## src/rtl/mem_arbiter_if.sv

```systemverilog
// Bundle of every cache-side and memory-side signal of the shared memory port.
// The slave modport is the arbiter's view. The master modport is the view of the
// environment, i.e. the icache/dcache miss logic plus the main-memory model.
interface mem_arbiter_if #(
  parameter int LINE_BITS = 128
);
  // icache refill channel
  logic                 ic_req;
  logic [31:0]          ic_addr;
  logic                 ic_ready;
  logic [LINE_BITS-1:0] ic_rdata;

  // dcache refill / write-back channel
  logic                 dc_req;
  logic                 dc_we;
  logic [31:0]          dc_addr;
  logic [LINE_BITS-1:0] dc_wdata;
  logic                 dc_ready;
  logic [LINE_BITS-1:0] dc_rdata;

  // main-memory command port
  logic                 mem_en;
  logic                 mem_we;
  logic [31:0]          mem_addr;
  logic [LINE_BITS-1:0] mem_wdata;
  logic [LINE_BITS-1:0] mem_rdata;

  // status
  logic                 busy;
  logic                 grant_dc;

  // Caches and the memory model drive requests and read data, and observe the rest.
  modport master (
    output ic_req, ic_addr,
    output dc_req, dc_we, dc_addr, dc_wdata,
    output mem_rdata,
    input  ic_ready, ic_rdata, dc_ready, dc_rdata,
    input  mem_en, mem_we, mem_addr, mem_wdata,
    input  busy, grant_dc
  );

  // The arbiter samples requests and read data, and drives commands and responses.
  modport slave (
    input  ic_req, ic_addr,
    input  dc_req, dc_we, dc_addr, dc_wdata,
    input  mem_rdata,
    output ic_ready, ic_rdata, dc_ready, dc_rdata,
    output mem_en, mem_we, mem_addr, mem_wdata,
    output busy, grant_dc
  );
endinterface

```

## src/rtl/mem_arbiter.sv

```systemverilog
// Purpose: sequences the one main-memory port between icache refills and dcache refill/write-back.
// Latency: request sampled at edge 0, mem_en in cycle 1, ready pulse in cycle MEM_LATENCY+2.
// Backpressure: level requests are held until ready. New requests are ignored while busy.
// Optional build macro ROUND_ROBIN_EN: ties alternate between caches instead of fixed dcache priority.
module mem_arbiter #(
  parameter int MEM_LATENCY = 5,
  parameter int LINE_BITS   = 128,
  parameter int LINE_BYTES  = 16
) (
  input  logic        clock,
  input  logic        reset,
  mem_arbiter_if.slave bus
);

  // Clearing the offset bits gives the line-aligned address presented to memory.
  localparam logic [31:0] ADDR_MASK = ~(32'(LINE_BYTES) - 32'd1);
  // WAIT lasts MEM_LATENCY cycles, so the counter counts MEM_LATENCY-1 down to 0.
  localparam logic [7:0]  CNT_LOAD  = 8'(MEM_LATENCY - 1);

  // Elaboration-time sanity checks on the parameters.
  if (MEM_LATENCY < 1 || MEM_LATENCY > 255) begin : g_bad_latency
    $error("mem_arbiter: MEM_LATENCY must be in 1..255");
  end
  if (LINE_BYTES < 1 || (LINE_BYTES & (LINE_BYTES - 1)) != 0) begin : g_bad_line_bytes
    $error("mem_arbiter: LINE_BYTES must be a power of 2");
  end

  typedef enum logic [1:0] {
    S_IDLE,
    S_ISSUE,
    S_WAIT,
    S_RESP
  } state_t;

  state_t               r_state;
  logic [7:0]           r_cnt;
  logic                 r_grant_dc;
  logic                 r_mem_en;
  logic                 r_mem_we;
  logic [31:0]          r_mem_addr;
  logic [LINE_BITS-1:0] r_mem_wdata;
  logic                 r_ic_ready;
  logic                 r_dc_ready;
  logic [LINE_BITS-1:0] r_ic_rdata;
  logic [LINE_BITS-1:0] r_dc_rdata;
  logic                 r_busy;

  logic                 w_any_req;
  logic                 w_grant_dc;

  assign w_any_req = bus.ic_req | bus.dc_req;

`ifdef ROUND_ROBIN_EN
  // On a tie the cache that did not win last time is granted. A lone requester always wins.
  assign w_grant_dc = bus.dc_req & (~bus.ic_req | ~r_grant_dc);
`else
  // The data miss is older in the pipeline, so the dcache always wins a tie.
  assign w_grant_dc = bus.dc_req;
`endif

  // Access sequencer: grant, issue one command, count latency, return one ready pulse.
  // The mem_* registers double as the latched request, so they stay stable from ISSUE to RESP.
  always_ff @(posedge clock) begin
    if (reset) begin
      r_state     <= S_IDLE;
      r_cnt       <= 8'd0;
      r_grant_dc  <= 1'b0;
      r_mem_en    <= 1'b0;
      r_mem_we    <= 1'b0;
      r_mem_addr  <= 32'd0;
      r_mem_wdata <= '0;
      r_ic_ready  <= 1'b0;
      r_dc_ready  <= 1'b0;
      r_ic_rdata  <= '0;
      r_dc_rdata  <= '0;
      r_busy      <= 1'b0;
    end else begin
      case (r_state)
        S_IDLE: begin
          if (w_any_req) begin
            r_grant_dc  <= w_grant_dc;
            r_mem_addr  <= (w_grant_dc ? bus.dc_addr : bus.ic_addr) & ADDR_MASK;
            r_mem_we    <= w_grant_dc & bus.dc_we;
            r_mem_wdata <= w_grant_dc ? bus.dc_wdata : '0;
            r_mem_en    <= 1'b1;
            r_busy      <= 1'b1;
            r_state     <= S_ISSUE;
          end
        end

        S_ISSUE: begin
          r_mem_en <= 1'b0;
          r_cnt    <= CNT_LOAD;
          r_state  <= S_WAIT;
        end

        S_WAIT: begin
          if (r_cnt == 8'd0) begin
            // Memory data is valid only in this last WAIT cycle. Write-backs leave dc_rdata alone.
            if (r_grant_dc) begin
              if (!r_mem_we) begin
                r_dc_rdata <= bus.mem_rdata;
              end
              r_dc_ready <= 1'b1;
            end else begin
              r_ic_rdata <= bus.mem_rdata;
              r_ic_ready <= 1'b1;
            end
            r_state <= S_RESP;
          end else begin
            r_cnt <= r_cnt - 8'd1;
          end
        end

        S_RESP: begin
          r_ic_ready <= 1'b0;
          r_dc_ready <= 1'b0;
          r_busy     <= 1'b0;
          r_state    <= S_IDLE;
        end

        default: begin
          r_state <= S_IDLE;
        end
      endcase
    end
  end

  assign bus.mem_en    = r_mem_en;
  assign bus.mem_we    = r_mem_we;
  assign bus.mem_addr  = r_mem_addr;
  assign bus.mem_wdata = r_mem_wdata;
  assign bus.ic_ready  = r_ic_ready;
  assign bus.ic_rdata  = r_ic_rdata;
  assign bus.dc_ready  = r_dc_ready;
  assign bus.dc_rdata  = r_dc_rdata;
  assign bus.busy      = r_busy;
  assign bus.grant_dc  = r_grant_dc;

endmodule

```

## src/flat_wrapper.sv

```systemverilog
// flat-port wrapper written by rule: the top's interface ports become plain ports
module mem_arbiter_flat 
#(
  parameter int MEM_LATENCY = 5,
  parameter int LINE_BITS   = 128,
  parameter int LINE_BYTES  = 16
)
  (clock, reset, bus_ic_req, bus_ic_addr, bus_dc_req, bus_dc_we, bus_dc_addr, bus_dc_wdata, bus_mem_rdata, bus_ic_ready, bus_ic_rdata, bus_dc_ready, bus_dc_rdata, bus_mem_en, bus_mem_we, bus_mem_addr, bus_mem_wdata, bus_busy, bus_grant_dc);
  mem_arbiter_if #(.LINE_BITS(LINE_BITS)) bus_i ();
  input  logic clock;
  input  logic reset;
  input wire logic [$bits(bus_i.ic_req)-1:0] bus_ic_req;
  input wire logic [$bits(bus_i.ic_addr)-1:0] bus_ic_addr;
  input wire logic [$bits(bus_i.dc_req)-1:0] bus_dc_req;
  input wire logic [$bits(bus_i.dc_we)-1:0] bus_dc_we;
  input wire logic [$bits(bus_i.dc_addr)-1:0] bus_dc_addr;
  input wire logic [$bits(bus_i.dc_wdata)-1:0] bus_dc_wdata;
  input wire logic [$bits(bus_i.mem_rdata)-1:0] bus_mem_rdata;
  output wire logic [$bits(bus_i.ic_ready)-1:0] bus_ic_ready;
  output wire logic [$bits(bus_i.ic_rdata)-1:0] bus_ic_rdata;
  output wire logic [$bits(bus_i.dc_ready)-1:0] bus_dc_ready;
  output wire logic [$bits(bus_i.dc_rdata)-1:0] bus_dc_rdata;
  output wire logic [$bits(bus_i.mem_en)-1:0] bus_mem_en;
  output wire logic [$bits(bus_i.mem_we)-1:0] bus_mem_we;
  output wire logic [$bits(bus_i.mem_addr)-1:0] bus_mem_addr;
  output wire logic [$bits(bus_i.mem_wdata)-1:0] bus_mem_wdata;
  output wire logic [$bits(bus_i.busy)-1:0] bus_busy;
  output wire logic [$bits(bus_i.grant_dc)-1:0] bus_grant_dc;
  assign bus_i.ic_req = bus_ic_req;
  assign bus_i.ic_addr = bus_ic_addr;
  assign bus_i.dc_req = bus_dc_req;
  assign bus_i.dc_we = bus_dc_we;
  assign bus_i.dc_addr = bus_dc_addr;
  assign bus_i.dc_wdata = bus_dc_wdata;
  assign bus_i.mem_rdata = bus_mem_rdata;
  assign bus_ic_ready = bus_i.ic_ready;
  assign bus_ic_rdata = bus_i.ic_rdata;
  assign bus_dc_ready = bus_i.dc_ready;
  assign bus_dc_rdata = bus_i.dc_rdata;
  assign bus_mem_en = bus_i.mem_en;
  assign bus_mem_we = bus_i.mem_we;
  assign bus_mem_addr = bus_i.mem_addr;
  assign bus_mem_wdata = bus_i.mem_wdata;
  assign bus_busy = bus_i.busy;
  assign bus_grant_dc = bus_i.grant_dc;
  mem_arbiter #(.MEM_LATENCY(MEM_LATENCY), .LINE_BITS(LINE_BITS), .LINE_BYTES(LINE_BYTES)) u_core (.clock(clock), .reset(reset), .bus(bus_i));
endmodule
```

## config.mk

```make
export PLATFORM = sky130hd
export DESIGN_NAME = mem_arbiter_flat
export DESIGN_NICKNAME = d
export VERILOG_FILES = /design/src/rtl/mem_arbiter_if.sv /design/src/rtl/mem_arbiter.sv /design/src/flat_wrapper.sv
export SDC_FILE = /design/constraint.sdc
export NUM_CORES = 1
export LEC_CHECK = 0
export ABC_CLOCK_PERIOD_IN_PS = 5800
export CORE_AREA = 2 2 287 289
export DETAILED_ROUTE_END_ITERATION = 7
export DIE_AREA = 0 0 289 291
export PLACE_DENSITY_LB_ADDON = 0.3
export SETUP_SLACK_MARGIN = 0.2
export SLEW_MARGIN = 10
export SYNTH_ARGS = -nofsm -noshare
export SYNTH_HDL_FRONTEND = slang
export SYNTH_SLANG_ARGS = --single-unit
```

## constraint.sdc

```tcl
create_clock -name clock -period 5.8 [get_ports clock]
set_input_delay 1.74 -clock clock [delete_from_list [all_inputs] [get_ports clock]]
set_output_delay 1.74 -clock clock [all_outputs]
set_load 0.02 [all_outputs]
```

# After elaboration in Yosys (flattened, before gate mapping)
# Index checks and enable logic that the tools add are counted.
[totals]
reg_bits = 428
inputBits = 325
wordCells = 56
out_inout_bits = 422
[classes]
reduce_logical = 15
bitwise = 4
mux = 16
add_sub_neg = 1
n_eq_ne = 8
[ops]
columns = ["op", "n"]
rows = [
  ["two-way mux 128 bit", 1],
  ["two-way mux 32 bit", 1],
  ["case mux 8 bit (2 select lines)", 1],
  ["AND reduction 2 bit", 5],
  ["AND reduction 3 bit", 3],
  ["logical NOT 8 bit", 1],
  ["two-way mux 8 bit", 1],
  ["case mux 1 bit (2 select lines)", 4],
  ["case mux 2 bit (4 select lines)", 1],
  ["nonzero test 2 bit", 4],
  ["subtractor 8 x 1 -> 8 bit, second input constant", 1],
  ["inequality test 2 x 1 -> 1 bit, second input constant", 3],
  ["two-way mux 1 bit", 5],
  ["equality test 2 bit, second input constant", 2],
  ["two-way mux 2 bit", 2],
  ["inequality test 2 bit, second input constant", 2],
  ["AND reduction 4 bit", 1],
  ["equality test 2 x 1 -> 1 bit, second input constant", 1],
  ["logical NOT 2 bit", 1],
  ["inverter 1 bit", 2],
  ["AND 1 bit", 1],
  ["bitwise OR 1 bit", 1],
]

# Logic depth before layout (Yosys ltp)
# Gate-level depths: netlist of the first run.
[logic_depth]
word_depth = 3
depth_mapped = 9
ltp_nobuf = 6

# Least setup slack after synthesis of the first run
# Ideal clock, no wire load.
[synth_timing]
kind = "input to register"
from = "input port bus_dc_req"
to = "register u_core.r_mem_addr[11] (netlist: u_core.bus.mem_addr[11])"
path_slack_ns = 2.793
path_stages = 6
required_time_ns = 5.663
t_arrival_ns = 2.870
setup_time_ns = 0.137
path_cell_list = "clkbuf_1 nor2_1 nor2b_1 clkbuf_1 clkbuf_1 a211oi_1"
[synth_between]
elab_chain_cells = 2
[synth_lines]
columns = ["item", "line", "source"]
rows = [
  ["from (decl)", "flat_wrapper.sv:14", "input wire logic [$bits(bus_i.dc_req)-1:0] bus_dc_req;"],
  ["bitwise OR 1 bit", "mem_arbiter.sv:51", "assign w_any_req = bus.ic_req | bus.dc_req;"],
  ["AND reduction 2 bit (no source line)", "-", ""],
  ["to (signal assigned)", "mem_arbiter.sv:82", "r_mem_addr <= (w_grant_dc ? bus.dc_addr : bus.ic_addr) & ADDR_MASK;"],
  ["to (decl)", "mem_arbiter.sv:40", "logic [31:0] r_mem_addr;"],
]
# Several ways; a longest one is shown, not always the timed one.
# A chain may end at the register's enable or synchronous reset.

# Worst setup path in the final report of the first run
[layout_timing]
from = "register u_core.r_grant_dc (netlist: u_core.bus.grant_dc)"
to = "output port bus_grant_dc"
[layout_lines]
columns = ["item", "line", "source"]
rows = [
  ["from (decl)", "mem_arbiter.sv:37", "logic r_grant_dc;"],
  ["from (signal assigned)", "mem_arbiter.sv:81", "r_grant_dc <= w_grant_dc;"],
  ["to (decl)", "flat_wrapper.sv:28", "output wire logic [$bits(bus_i.grant_dc)-1:0] bus_grant_dc;"],
]
# No word-level cell between the ends.

==> results of run 1 <==
[state kept, by name, summed over array words and instances, names as in the netlist, 2 cells and up]
name                  count
u_core.bus.mem_addr      28
u_core.bus.dc_rdata     128
u_core.r_cnt              8
u_core.r_state            2
u_core.bus.mem_wdata    128
u_core.bus.ic_rdata     128
[area by class of cell]
class                      count  area (um^2)  share of cell area (%)
antenna                        1         2.50                 0.00989
clock buffer                  75         1540                    6.08
clock inverter                15          134                   0.529
inverter                       5         18.8                  0.0742
multi-input combinational   1315         6150                    24.3
sequential                   428         8570                    33.9
tap                         1070         1340                    5.29
timing repair buffer         752         7550                    29.8
[layout by cell type (no fill, tap or decap), types with 2 or more instances in the layout]
| master | count |
|---|---|
| clkbuf_1 | 9 |
| a211oi_1 | 33 |
| bufinv_16 | 2 |
| mux2i_1 | 31 |
| or4_1 | 2 |
| or4_4 | 2 |
| nor2_1 | 36 |
| nand2_1 | 648 |
| nor4_1 | 3 |
| or3_1 | 2 |
| or2_2 | 4 |
| o31ai_1 | 3 |
| a311oi_1 | 2 |
| nor4_4 | 2 |
| dfxtp_1 | 428 |
| conb_1 | 4 |
| clkbuf_16 | 53 |
| nor3_1 | 2 |
| clkdlybuf4s50_1 | 732 |
| nand4_1 | 2 |
| clkinvlp_4 | 2 |
| buf_12 | 5 |
| inv_1 | 5 |
| buf_4 | 13 |
| clkbuf_8 | 13 |
| ha_1 | 6 |
| clkinv_2 | 10 |
| a21oi_1 | 389 |
| nand3_1 | 131 |
[power breakdown]
part	internal [mW]	total (mW)	switching (mW)	leakage (nW)
logic	1.35	3.44	2.10	4.23
clock network	1.91	3.22	1.31	0.829
registers	3.38	3.62	0.240	3.48
total	6.64	10.3	3.65	8.53
[worst min-delay path: cells and delay by family (launching register included)]
kind | cells | cell delay, ns
AO/OA/AOI/OAI | 1 | 0.05
flip-flops | 1 | 0.30
AND/OR/NAND/NOR | 1 | 0.05
[routing by layer]
metal	GRT usage [%]	vias to the layer above	share of wire, %
met1	16.8	6923	40
met5	0	-	0.16
met4	3.65	14	2.2
li1	-	7615	-
met2	24.8	523	48
met3	5.72	89	9.8
[Yosys cell counts]
library cell | n | share of area, %
or3_1 | 2 | 0.080
or4_1 | 2 | 0.096
a211oi_1 | 33 | 1.6
o2111ai_1 | 1 | 0.056
nand3b_1 | 1 | 0.048
mux2i_1 | 31 | 2.0
buf_6 | 25 | 1.8
nand4_1 | 2 | 0.080
nor4_1 | 3 | 0.12
nor3_1 | 2 | 0.064
a311oi_1 | 2 | 0.11
ha_1 | 7 | 0.56
a31o_2 | 1 | 0.056
a21oi_1 | 389 | 13
clkbuf_1 | 103 | 2.5
a21o_1 | 1 | 0.048
dfxtp_1 | 428 | 55
conb_1 | 1 | 0.024
or3b_2 | 1 | 0.056
a21boi_0 | 1 | 0.048
nand3_1 | 131 | 4.2
nor4_2 | 2 | 0.16
buf_4 | 14 | 0.68
nor2b_1 | 2 | 0.080
o21ai_1 | 2 | 0.064
or2_2 | 4 | 0.16
buf_2 | 20 | 0.64
or4_4 | 2 | 0.14
o31ai_1 | 3 | 0.14
inv_1 | 5 | 0.12
buf_1 | 2 | 0.048
or4bb_1 | 1 | 0.072
xor2_1 | 1 | 0.056
nand2_1 | 648 | 16
nor2_1 | 36 | 0.87
[kinds of logic after synthesis]
family                   count (synthesis)  share of synthesized area, %
flip-flops                             428                          55.1
AND/OR/NAND/NOR                        839                          21.9
other                                    1                        0.0241
AO/OA/AOI/OAI                          433                          14.6
buffers and inverters                  169                          5.78
adder cells (fa/ha/maj)                  7                         0.563
multiplexers                            31                          1.99
XOR/XNOR                                 1                        0.0563
[how the worst max path moves through the flow]
| stage | to | slack [ns] | depth (start not counted) |
|---|---|---|---|
| global placement | u_core.bus.mem_addr[16] | 2.10 | 6 |
| finish | bus_grant_dc | 2.22 | 1 |
| detailed placement | u_core.bus.mem_addr[17] | 2.04 | 6 |
| CTS | bus_grant_dc | 2.14 | 1 |
| global route | bus_mem_we | 2.12 | 1 |
| floorplan | u_core.bus.mem_addr[11] | 2.79 | 6 |
==> results.yml, run 1 <==
cts:
  holdBufCountCts: 0
  cts_setup_buffers: 0
  numCtsBuffers: 52
  path_clk_slew_ns: 0.05
  clk_path_buf_depth: 3
  clk_latency_ns: 0.58
  h-tree-depth: 2
  tritoncts: "yes"
  root_buffer: "clkbuf_16"
  cts.sinks: 428
  cts_resized: 0
timing:
  rsz0062_at_grt: "no"
  fin_tns_setup_ns: 0
  finalClockSkew_ns: 0.0109
  setup_violations: 0
  relSlewSlack_pct: 30.5
  finalHoldViolations: 0
  hold_slack_ns: 0.447
  finalCriticalPeriod_ns: 3.58
  max_freq_ghz: 0.279
  slew_viol_final: 0
  worst_pin_slew_ns: 1.04
  period_share_pct: 61.7
  worst_slack_ns: 2.22
worst_setup_path:
  worst_path_max_delay_cell: "clkdlybuf4s50_1"
  path_buf_inv: 1
  rr_worst_depth: 7
  r2r_end: "u_core.bus.dc_rdata[88]"
  critPathMaxFanout: 5
  crit_chain: "clkdlybuf4s50_1"
  cpPeakStageDelay_ns: 0.81
  worstSetupPathType: "reg2out"
  worstPathRequired_ns: 4.06
  crit_family: "buffers and inverters"
  r2r-start: "u_core.r_state[0]"
  critical_path_arrival_ns: 1.84
  cp-end-kind: "primary output"
  startpoint_type: "flop"
  r2r_setup_slack_ns: 2.62
  startpoint: "u_core.bus.grant_dc"
worst_hold_path:
  hold_depth: 2
  hp-class: "reg2reg"
  hp-start: "u_core.bus.dc_rdata[98]"
  holdPathEnd: "u_core.bus.dc_rdata[98]"
floorplan:
  ios: 747
  fp.dieW_um: 289
  fp.coreArea_um2: 81200
  fp.dieArea_um2: 84100
  initial_core_util_pct: 19.2
  die_h_um: 291
  placementRows: 105
detailed_routing:
  drc: 0
  drt_wl_total_um: 63800
  postRouteAntennaNets: 0
  routedWlPerCell_um: 17.4
  dr.pass1.iters: 5
  vias_per_cell: 4.14
  drt_iter0_markers: 509
  vias: 15200
outcome:
  status: "complete, no violations"
finish:
  final_util_pct: 31.2
  num-fill-cells: 8712
  post_route_cells_drive_above_1_share_pct: 4.40
  layout.nets: 2886
  design_area_um2: 25300
  stdcell_count: 3661
  syn2layout_area_growth_pct: 62.6
global_routing:
  grt_overflow_total: 0
  grt_pass1_vias: 14800
  grt_start_max_net_pins: 121
  grt_usage_pct: 14.5
  grt_antenna_before_repair: 9
  grt_first_pass_wirelength_um: 94500
yosys:
  ys_seq_area_share_pct: 55.1
  synth_warnings: 0
  synth_cells: 1909
  synth_cell_types: 35
  ys_ff_latch: 428
  synth_area_per_cell_um2: 8.15
  synthesis.area_um2: 15600
pwr:
  cellPowerDensity_nw_per_um2: 406
  total_power_mw: 10.3
  ir_drop_v: 0.000269
  leakage_nw: 8.53
flow_run:
  maxCapViolCount: 0
placement:
  port_buffers: 734
  gp_congestion: 0.771
  dp_hpwl_um: 43700
  post-place-cells: 3570
  place_ws_ns: 2.04
  dpl_cell_area_um2: 23600
No activity file was read; power rests on OpenSTA's default activity.
==> run 2, diff against run 1 <==
ABC_CLOCK_PERIOD_IN_PS = 3300   (was 5800)
clock period = 3.3 ns   (was 5.8 ns; I/O delays follow)
==> run 2 against run 1 <==
Against the previous run: global-route usage hardly changed; critical path depth stayed put; via count is 0.51% higher; die area stayed put; core utilization is 0.25 points higher; final cell count is 0.49% higher; clock skew is 0.0043 ns higher; critical endpoint unchanged; largest cell class unchanged; highest routed layer unchanged.
==> results.yml, run 2 (synthesis results as in run 1) <==
detailed_routing:
  drt_iter0_markers: 529
  dr.pass1.iters: 4
  routedWlPerCell_um: 17.5
  postRouteAntennaNets: 0
  drc: 0
  drt_wl_total_um: 64300
  vias: 15200
  vias_per_cell: 4.14
timing:
  setup_violations: 0
  finalHoldViolations: 0
  period_share_pct: 88.4
  max_freq_ghz: 0.343
  slew_viol_final: 0
  fin_tns_setup_ns: 0
  rsz0062_at_grt: "no"
  relSlewSlack_pct: 27.6
  worst_pin_slew_ns: 1.09
  finalClockSkew_ns: 0.0152
  finalCriticalPeriod_ns: 2.92
floorplan:
  ios: 747
  fp.coreArea_um2: 81200
  die_h_um: 291
  placementRows: 105
  initial_core_util_pct: 19.2
  fp.dieArea_um2: 84100
  fp.dieW_um: 289
finish:
  num-fill-cells: 8685
  layout_common_cells: "clkdlybuf4s50_1, nand2_1, dfxtp_1, a21oi_1, nand3_1"
  design_area_um2: 25500
  multiInputGateArea_um2: 6150
  syn2layout_area_growth_pct: 63.9
  layout.nets: 2904
  num_antenna_cells: 0
  final_common_cell: "clkdlybuf4s50_1"
  seq_area_um2: 8570
  post_route_cells_drive_above_1_share_pct: 4.91
global_routing:
  grt_first_pass_wirelength_um: 95000
  grt_overflow_total: 0
  grt_start_max_net_pins: 105
  grt_antenna_before_repair: 6
  grt_usage_pct: 14.6
  grt_pass1_vias: 15000
cts:
  numCtsBuffers: 52
  clk_latency_ns: 0.58
  cts_resized: 0
  root_buffer: "clkbuf_16"
  path_clk_slew_ns: 0.06
  h-tree-depth: 2
  cts_setup_buffers: 0
  cts.sinks: 428
  clk_path_buf_depth: 3
  holdBufCountCts: 0
  tritoncts: "yes"
pwr:
  ir_drop_v: 0.000434
  leakage_nw: 8.63
  cellPowerDensity_nw_per_um2: 712
  total_power_mw: 18.2
worst_setup_path:
  r2r-start: "u_core.r_cnt[2]"
  rr_worst_depth: 5
  r2r_setup_slack_ns: 0.63
  cp_num_cells: 1
  worst_path_max_delay_cell: "clkdlybuf4s50_1"
  worstSetupPathType: "reg2out"
  cpPeakStageDelay_ns: 0.84
  crit_family: "buffers and inverters"
  worstPathRequired_ns: 2.31
  critPathMaxFanout: 5
  cp-end-kind: "primary output"
  crit_chain: "clkdlybuf4s50_1"
  r2r_end: "u_core.bus.dc_rdata[104]"
  critical_path_arrival_ns: 1.93
  startpoint: "u_core.bus.grant_dc"
  path_buf_inv: 1
  startpoint_type: "flop"
placement:
  port_buffers: 734
  dp_hpwl_um: 44700
  gp_congestion: 0.769
  dpl_cell_area_um2: 23900
worst_hold_path:
  hp-start: "u_core.bus.ic_rdata[53]"
  hold_depth: 2
  holdPathEnd: "u_core.bus.ic_rdata[53]"
  hp-class: "reg2reg"
outcome:
  status: "complete, no violations"
flow_run:
  maxCapViolCount: 0
[run 2: cell types whose count changed in the layout (fill, tap and decap cells not counted)]
cell / before / now
clkinvlp_4: 2 / 1
clkbuf_1: 9 / 14
clkbuf_8: 13 / 12
buf_12: 5 / 13
inv_6: 1 / 2
diode_2: 1 / 0
buf_4: 13 / 23
clkinv_4: 0 / 1
bufinv_16: 2 / 1
clkinv_2: 10 / 7
[run 2: final cells by class]
| class | count | area share, % |
|---|---|---|
| timing repair buffer | 770 | 30.5 |
| clock inverter | 12 | 0.388 |
| inverter | 5 | 0.0736 |
| sequential | 428 | 33.6 |
| tap | 1070 | 5.25 |
| clock buffer | 79 | 6.05 |
| multi-input combinational | 1315 | 24.1 |
[run 2: worst reg2reg max path: cells and delay by family (launching register included)]
kind | cells | cell delay (ns)
AND/OR/NAND/NOR | 3 | 1.73
flip-flops | 1 | 0.36
buffers and inverters | 1 | 0.34
AO/OA/AOI/OAI | 1 | 0.08
[run 2: worst max path at each step]
stage,to,slack [ns]
4_1_cts,bus_grant_dc,0.34
5_1_grt,bus_mem_we,0.32
3_5_place_dp,u_core.bus.mem_wdata[106],0.61
2_1_floorplan,u_core.bus.mem_addr[11],1.04
6_report,bus_grant_dc,0.38
3_3_place_gp,u_core.bus.mem_wdata[116],0.69
[run 2: metrics by stage]
step | hold WS [ns] | std cells | utilization (%) | setup slack, ns
floorplan | 0.450 | 1912 | - | 1.04
global placement | 0.438 | 3588 | 29.4 | 0.695
detailed placement | 0.443 | 3588 | 29.4 | 0.609
CTS | 0.450 | 3679 | 31.4 | 0.343
global route | 0.466 | 3679 | 31.4 | 0.320
finish | 0.447 | 3679 | 31.4 | 0.382
[run 2: routing by layer]
layer	wire length, um	up-vias	part of all wire [%]	track usage, %
li1	-	7637	-	-
met1	26100	6943	41	17.1
met2	30300	543	47	24.7
met3	5890	108	9.2	5.21
met4	1960	10	3.0	4.45
met5	69	-	0.11	0
[run 2: power breakdown]
group / internal [mW] / switching, mW / total, mW
registers: 5.94 / 0.427 / 6.36
logic: 2.52 / 3.71 / 6.23
clock network: 3.28 / 2.29 / 5.57
